[config.mk]
export PLATFORM = sky130hd
export DESIGN_NAME = sram_32x8_req_ctrl
export DESIGN_NICKNAME = d
export VERILOG_FILES = /design/src/rtl/sram_32x8_req_ctrl.sv
export SDC_FILE = /design/constraint.sdc
export NUM_CORES = 1
export LEC_CHECK = 0
export BUFFER_PORTS_ARGS = -buffer_cell sky130_fd_sc_hd__buf_4
export CORE_AREA = 2 2 97 99
export CTS_CLUSTER_SIZE = 12
export DETAILED_ROUTE_END_ITERATION = 8
export DIE_AREA = 0 0 99 101
export PLACE_DENSITY = 0.8
export SLEW_MARGIN = 20
export SYNTH_ARGS = -nofsm -noshare
export SYNTH_HDL_FRONTEND = slang
export SYNTH_SLANG_ARGS = --single-unit
[constraint.sdc]
create_clock -name clk_i -period 4.4 [get_ports clk_i]
set_input_delay 0.22 -clock clk_i [delete_from_list [all_inputs] [get_ports clk_i]]
set_output_delay 0.22 -clock clk_i [all_outputs]
set_load 0.005 [all_outputs]
[src/rtl/sram_32x8_req_ctrl.sv]
// Request/response front end for a single-port SRAM macro with a 2-deep read-response FIFO.
// Optional power-up zeroing of the array is enabled with `define SRAM_CTRL_ZERO_INIT_EN.
//
//   state | meaning
//   ------+--------------------------------------------------------------
//   INIT  | zeroing the array, one word per cycle, requests held off
//   RUN   | normal operation, terminal until reset
module sram_32x8_req_ctrl #(
    parameter int BITS       = 32,
    parameter int WORD_DEPTH = 32,
    parameter int ADDR_WIDTH = 5
) (
    input  logic                  clk_i,
    input  logic                  reset_n_i,

    input  logic                  v_i,
    input  logic                  we_i,
    input  logic [ADDR_WIDTH-1:0] addr_i,
    input  logic [BITS-1:0]       data_i,
    input  logic [BITS-1:0]       mask_i,
    output logic                  ready_o,

    output logic                  v_o,
    output logic [BITS-1:0]       data_o,
    input  logic                  yumi_i,

    output logic                  sram_ce_o,
    output logic                  sram_we_o,
    output logic [ADDR_WIDTH-1:0] sram_addr_o,
    output logic [BITS-1:0]       sram_wd_o,
    output logic [BITS-1:0]       sram_w_mask_o,
    input  logic [BITS-1:0]       sram_rd_i
);

    localparam logic [0:0] RUN = 1'b1;

    logic [0:0]      state_r;
    logic            accept;
    logic            rd_accept;
    logic            consume;
    logic            inflight_r;
    logic [1:0]      count_r;
    logic [1:0]      fifo_cnt_r;
    logic            fifo_wptr_r;
    logic            fifo_rptr_r;
    logic            fifo_empty;
    logic            enq;
    logic            deq;
    logic [BITS-1:0] fifo_mem [2];

`ifdef SRAM_CTRL_ZERO_INIT_EN
    localparam logic [0:0]            INIT      = 1'b0;
    localparam logic [ADDR_WIDTH-1:0] LAST_ADDR = ADDR_WIDTH'(WORD_DEPTH - 1);

    logic [ADDR_WIDTH-1:0] init_left_r;
    logic                  init_active;
    logic [ADDR_WIDTH-1:0] init_addr;

    // Down-counter of words still to clear; address ascends as it drains.
    always_ff @(posedge clk_i) begin
        if (!reset_n_i) begin
            state_r     <= INIT;
            init_left_r <= LAST_ADDR;
        end else if (state_r == INIT) begin
            if (init_left_r == '0) begin
                state_r <= RUN;
            end else begin
                init_left_r <= init_left_r - 1'b1;
            end
        end
    end

    assign init_active = reset_n_i & (state_r == INIT);
    assign init_addr   = LAST_ADDR - init_left_r;
`else
    assign state_r = RUN;
`endif

    // Occupancy counts the in-flight read too, so ready never needs yumi_i.
    assign ready_o    = reset_n_i & (state_r == RUN) & (count_r < 2'd2);
    assign accept     = v_i & ready_o;
    assign rd_accept  = accept & ~we_i;

    assign fifo_empty = (fifo_cnt_r == 2'd0);
    assign v_o        = reset_n_i & (~fifo_empty | inflight_r);
    assign data_o     = fifo_empty ? sram_rd_i : fifo_mem[fifo_rptr_r];
    assign consume    = yumi_i & v_o;

    // Read data skips the FIFO only when it is both empty and being drained.
    assign enq        = inflight_r & ~(fifo_empty & yumi_i);
    assign deq        = yumi_i & ~fifo_empty;

    always_comb begin
        sram_ce_o     = 1'b0;
        sram_we_o     = 1'b0;
        sram_addr_o   = '0;
        sram_wd_o     = '0;
        sram_w_mask_o = '0;
        if (accept) begin
            sram_ce_o     = 1'b1;
            sram_we_o     = we_i;
            sram_addr_o   = addr_i;
            sram_wd_o     = we_i ? data_i : '0;
            sram_w_mask_o = we_i ? mask_i : '0;
        end
`ifdef SRAM_CTRL_ZERO_INIT_EN
        else if (init_active) begin
            sram_ce_o     = 1'b1;
            sram_we_o     = 1'b1;
            sram_addr_o   = init_addr;
            sram_wd_o     = '0;
            sram_w_mask_o = '1;
        end
`endif
    end

    always_ff @(posedge clk_i) begin
        if (!reset_n_i) begin
            inflight_r  <= 1'b0;
            count_r     <= 2'd0;
            fifo_cnt_r  <= 2'd0;
            fifo_wptr_r <= 1'b0;
            fifo_rptr_r <= 1'b0;
        end else begin
            inflight_r <= rd_accept;
            count_r    <= count_r + 2'(rd_accept) - 2'(consume);
            fifo_cnt_r <= fifo_cnt_r + 2'(enq) - 2'(deq);
            if (enq) begin
                fifo_wptr_r <= ~fifo_wptr_r;
            end
            if (deq) begin
                fifo_rptr_r <= ~fifo_rptr_r;
            end
        end
    end

    // Storage needs no reset; validity is tracked by fifo_cnt_r.
    always_ff @(posedge clk_i) begin
        if (reset_n_i && enq) begin
            fifo_mem[fifo_wptr_r] <= sram_rd_i;
        end
    end

    a_yumi_needs_valid : assert property (@(posedge clk_i) disable iff (!reset_n_i)
        yumi_i |-> v_o)
        else $error("yumi_i asserted with no response valid");

    a_count_bound : assert property (@(posedge clk_i) disable iff (!reset_n_i)
        count_r <= 2'd2)
        else $error("response occupancy exceeded two");

endmodule

Yosys cells after proc, flatten, opt, wreduce, memory -nomap -nowiden:

Memory sizes are Yosys's and may differ from the RTL's. A register that Yosys moved wholly into a read port is not among the register bits.
Index checks and enable logic that the tools add are counted.

* bits in registers: 7
* bits in writable memories: 64
* input port bits: 106
* logic and storage cells: 39
* memories: 1

* add/subtract/negate cells: 4
* magnitude comparators: 1
* mux-type cells: 12
* bitwise gates (word level): 14
* reduce and logical (&&, ||, !) cells: 2

Memory list
* fifo_mem: depth 2, width 32, rd ports 1, clocked after Yosys merged registers in 1, wr ports 1, line 49 `logic [BITS-1:0] fifo_mem [2];`

Operators by type and width (number)
* 32-bit 2-to-1 mux: 5
* 1-bit bitwise AND: 8
* 1-bit 2-to-1 mux: 6
* 5-bit 2-to-1 mux: 1
* 1-bit inverter: 5
* 2-bit by 1-bit adder with 2-bit output: 2
* 2-bit by 1-bit subtractor with 2-bit output: 2
* 2-bit zero test: 1
* 2-bit < comparator (second input constant): 1
* 1-bit logical AND: 1
* 1-bit OR: 1

Logic depth before layout (Yosys ltp):

* word-level depth: 7
* depth in mapped cells: 8
* depth with buffers taken out: 7

Worst setup path after synthesis:

Ideal clock, no wire load.

* path kind: reg-to-reg
* start: register fifo_cnt_r[1]
* end: memory fifo_mem[0][0] (enable)
* setup time: 421 ps
* data arrival time: 1978 ps
* setup slack: 2001 ps
* stages on the path, launching flop included: 4
* cells stage by stage: dfxtp_1 > or3b_2 > nand3_1 > nor2_1

* word-level cells in the longest chain between the ends: 7

RTL lines
* from (decl): line 43 `logic [1:0] fifo_cnt_r;`
* from (signal assigned): line 127 `fifo_cnt_r <= fifo_cnt_r + 2'(enq) - 2'(deq);`
* 2-bit zero test: line 84 `assign fifo_empty = (fifo_cnt_r == 2'd0);`
* 1-bit bitwise AND: line 90 `assign enq = inflight_r & ~(fifo_empty & yumi_i);`
* 1-bit inverter: line 90
* 1-bit bitwise AND: line 90
* 1-bit logical AND: line 139 `if (reset_n_i && enq) begin`
* 1-bit 2-to-1 mux: line 139
* 1-bit 2-to-1 mux (implied by the code): line 140 `fifo_mem[fifo_wptr_r] <= sram_rd_i;`
* to (decl): line 49

No other way between the ends.

==> summary by stage <==
Outcome
The run finished with clean final reports.

Clock network
Clock latency on the worst-skew pair, taken at its later pin, is 320 ps. Clock tree synthesis found a total of 72 sinks. The total clock buffers created by CTS is 9. The cts-stage hold buffer count is 0. The number of resized instances in the post-cts repair step is 0. The root buffer cell is clkbuf_8. The H-tree depth is 3. Clock-pin slew was measured on the worst setup and hold paths at 70 ps. The longest clock path from root to sink contains 2 buffers. TritonCTS built the clock tree.

The number of buffers inserted by post-CTS setup repair is 0.

Drt
The residual antenna-violating net count after detailed routing is 0. The via count normalized by instance count is 4.55. The final routed wire length divided by cell count is 14.2 microns.

The starting DRC count in detailed routing is 102. In the routed design, unresolved DRC markers number 0. The via total after detailed routing is 2773. The total detailed-routing wirelength is 8650 microns. The first TritonRoute pass finished after 5 iterations.

Logic synthesis
Yosys mapped a number of flops with a built-in enable equal to 64. The number of different library cells in the post-synthesis netlist is 23. The total standard cell area after synthesis is 3500 sq um.

edfxtp_1 takes more of the synthesized area than any other cell. Ranked by instance count, the synthesized netlist is headed by 72 x and2_1, 64 x edfxtp_1, 34 x nor2_1, 32 x a21oi_1, 32 x mux2i_1. Counting flops with an async set or reset pin after synthesis yields a share of 0. The share of the Yosys chip area taken by registers is 0.594. The warning count from the yosys run is 0. After synthesis the netlist holds a flip-flop and latch count of 72. The flip-flop cell with the highest count after synthesis is edfxtp_1. The share of synthesized area in the top cell type comes to 0.549. The post-synthesis area per instance is 12.0 sq um. Counting every net in the synthesized netlist gives 402.

By area the synthesized netlist is led by edfxtp_1 55%, and2_1 13%, mux2i_1 9.1%, a21oi_1 4.6%, dfxtp_1 4.6%. Synthesis produced a netlist whose cell count is 292. The most repeated cell in the gate-level netlist after synthesis is and2_1.

Timing
The slew at the pin closest to its max-slew limit is 1010 ps. The clock period minus worst slack is 2140 ps. The highest attainable clock frequency is 468 MHz. Setup violations remaining at the end of the flow were counted as 0. The headroom to the max-slew limit is 0.324.

Setup repair after global routing left no endpoint under its margin. The max-slew violation total from the final report is 0. For the final routed database, the setup TNS stands at 0 ps.

The worst setup skew after layout is 9.44 ps. Of the available clock period, the critical path in the final layout requires 0.486. The total count of hold-check failures in the final report is 0.

Placed design
At the end of routability-driven placement, the weighted congestion stood at 0.925. Buffers placed on the I/O ports in this run total 210. The post-DP HPWL is 6470 microns.

Global route
The number of global-route vias before repair is 2847. The global-route usage over all layers is 0.171. The number of antenna violations at the first check in global routing was 0. Entering global routing, the biggest net connects 66 pins. The first global-routing pass estimated 13400 microns of wire. The total global routing overflow is 0.

Setup path
The most critical setup path has its endpoint at data_o[3]. In this run the critical register-to-register path is captured at fifo_mem[0][10]. The number of cell instances on the worst register-to-register path is 3.

The largest fanout on the critical path is 32. The kind of end point of the critical path is an output port. The data required time of the worst path is 4180 ps. The worst setup slack for register-to-register paths is 2490 ps. The worst setup path is launched from a flop.

The worst setup path category is flop to output port. STA puts the critical path data arrival time at 1920 ps. The startpoint of the lowest-slack register-to-register path is fifo_cnt_r[1].

Job
Across the run, the number of max-cap violations was 0.

Die
The die outline area is 10000 sq um. The die is 99 microns wide. The number of cell rows is 35. The die span in y is 101 microns. In this run the count of I/O pins placed on the die edge is 211.

After floorplanning, the core was sized to cover 8980 sq um. The initial utilization of the core area, before any placement, comes to 0.390.

Layout
The number of antenna diodes in the final layout is 0. The growth of design area from synthesis to finish is 52.0%. In the final design database the tool counted 605 nets. At the end of the flow the core is filled with cells to 0.593. In the final layout, the share of cells above drive strength 1 is 0.465.

Worst hold path
The class of the tightest hold or removal check is primary input to flop.

Pwr
The areal power density over the cells is 390 nW/um^2. The completed layout was analyzed and its total power is 2080 uW. The analysis attributes to cell leakage a power of 0.00233 uW. The maximum resistive drop on vdd is 0.334 mV.
==> layout by cell type (no fill, tap or decap), drive strengths merged, types with 2 or more instances in the layout <==
master / Yosys / routed
a21oi: 32 / 32
and2: 72 / 72
and3: 6 / 6
buf: 17 / 211
bufinv: 0 / 2
clkbuf: 2 / 9
clkinv: 0 / 2
clkinvlp: 0 / 2
dfxtp: 8 / 8
edfxtp: 64 / 64
ha: 4 / 4
inv: 5 / 5
mux2i: 32 / 32
nor2: 34 / 34
nor2b: 3 / 3
xnor2: 5 / 5
==> stage by stage <==
stage | instance area (sq um) | setup slack (ps) | hold WS (ps) | std cells
2_1_floorplan | 3500 | 2000 | 292 | 292
3_3_place_gp | 5110 | 2520 | 396 | 595
3_5_place_dp | 5110 | 2470 | 400 | 595
4_1_cts | 5320 | 2100 | 36.9 | 610
5_1_grt | 5320 | 2090 | 46.5 | 610
6_report | 5320 | 2260 | 58.0 | 610
==> worst max-delay path, cell delays in order, from the launching register on <==
cell,delay (ps)
dfxtp_2,1000
mux2i_1,300
a21oi_1,100
buf_4,170
==> state kept, by name, summed over array words and instances (netlist names), named ones only <==
register     count
fifo_mem        64
count_r          2
fifo_wptr_r      1
inflight_r       1
fifo_cnt_r       2
fifo_rptr_r      1
==> worst min-delay path by stage <==
stage | startpoint | to | slack, ps | cells after the start
floorplan | we_i | inflight_r | 290 | 1
global placement | we_i | inflight_r | 400 | 2
detailed placement | we_i | inflight_r | 400 | 2
CTS | we_i | inflight_r | 40 | 2
global route | we_i | inflight_r | 50 | 2
finish | we_i | inflight_r | 60 | 2
==> metal layers <==
metal,routed length [microns],up-vias,part of all wire,GRT usage
met5,0,-,0,0
met2,4580,106,0.53,0.311
li1,-,1412,-,-
met4,97,0,0.011,0.0474
met3,590,10,0.068,0.0451
met1,3380,1245,0.39,0.199
==> cells by family (layout without fill, tap and decap cells) <==
| kind of cell | count (synthesis) | in the layout | synth area share |
|---|---|---|---|
| multiplexers | 32 | 32 | 0.0915 |
| buffers and inverters | 24 | 231 | 0.0425 |
| adder cells (fa/ha/maj) | 4 | 4 | 0.0143 |
| AO/OA/AOI/OAI | 36 | 36 | 0.0547 |
| flip-flops | 72 | 72 | 0.594 |
| XOR/XNOR | 5 | 5 | 0.0125 |
| AND/OR/NAND/NOR | 119 | 119 | 0.190 |
==> cell type report <==
cell class | instances | area (sq um)
sequential | 72 | 2080
clock inverter | 6 | 85.1
multi-input combinational | 196 | 1290
tap | 111 | 139
clock buffer | 9 | 124
fill | 727 | 3650
inverter | 5 | 18.8
timing repair buffer | 211 | 1580
==> power breakdown <==
part | internal (uW) | total (uW) | switching (uW) | leakage, uW
sequential | 770 | 824 | 53.9 | 0.000643
combinational | 403 | 712 | 309 | 0.00159
clock | 314 | 542 | 228 | 0.000101
total | 1490 | 2080 | 591 | 0.00233
(Power assumes the default switching activity.)
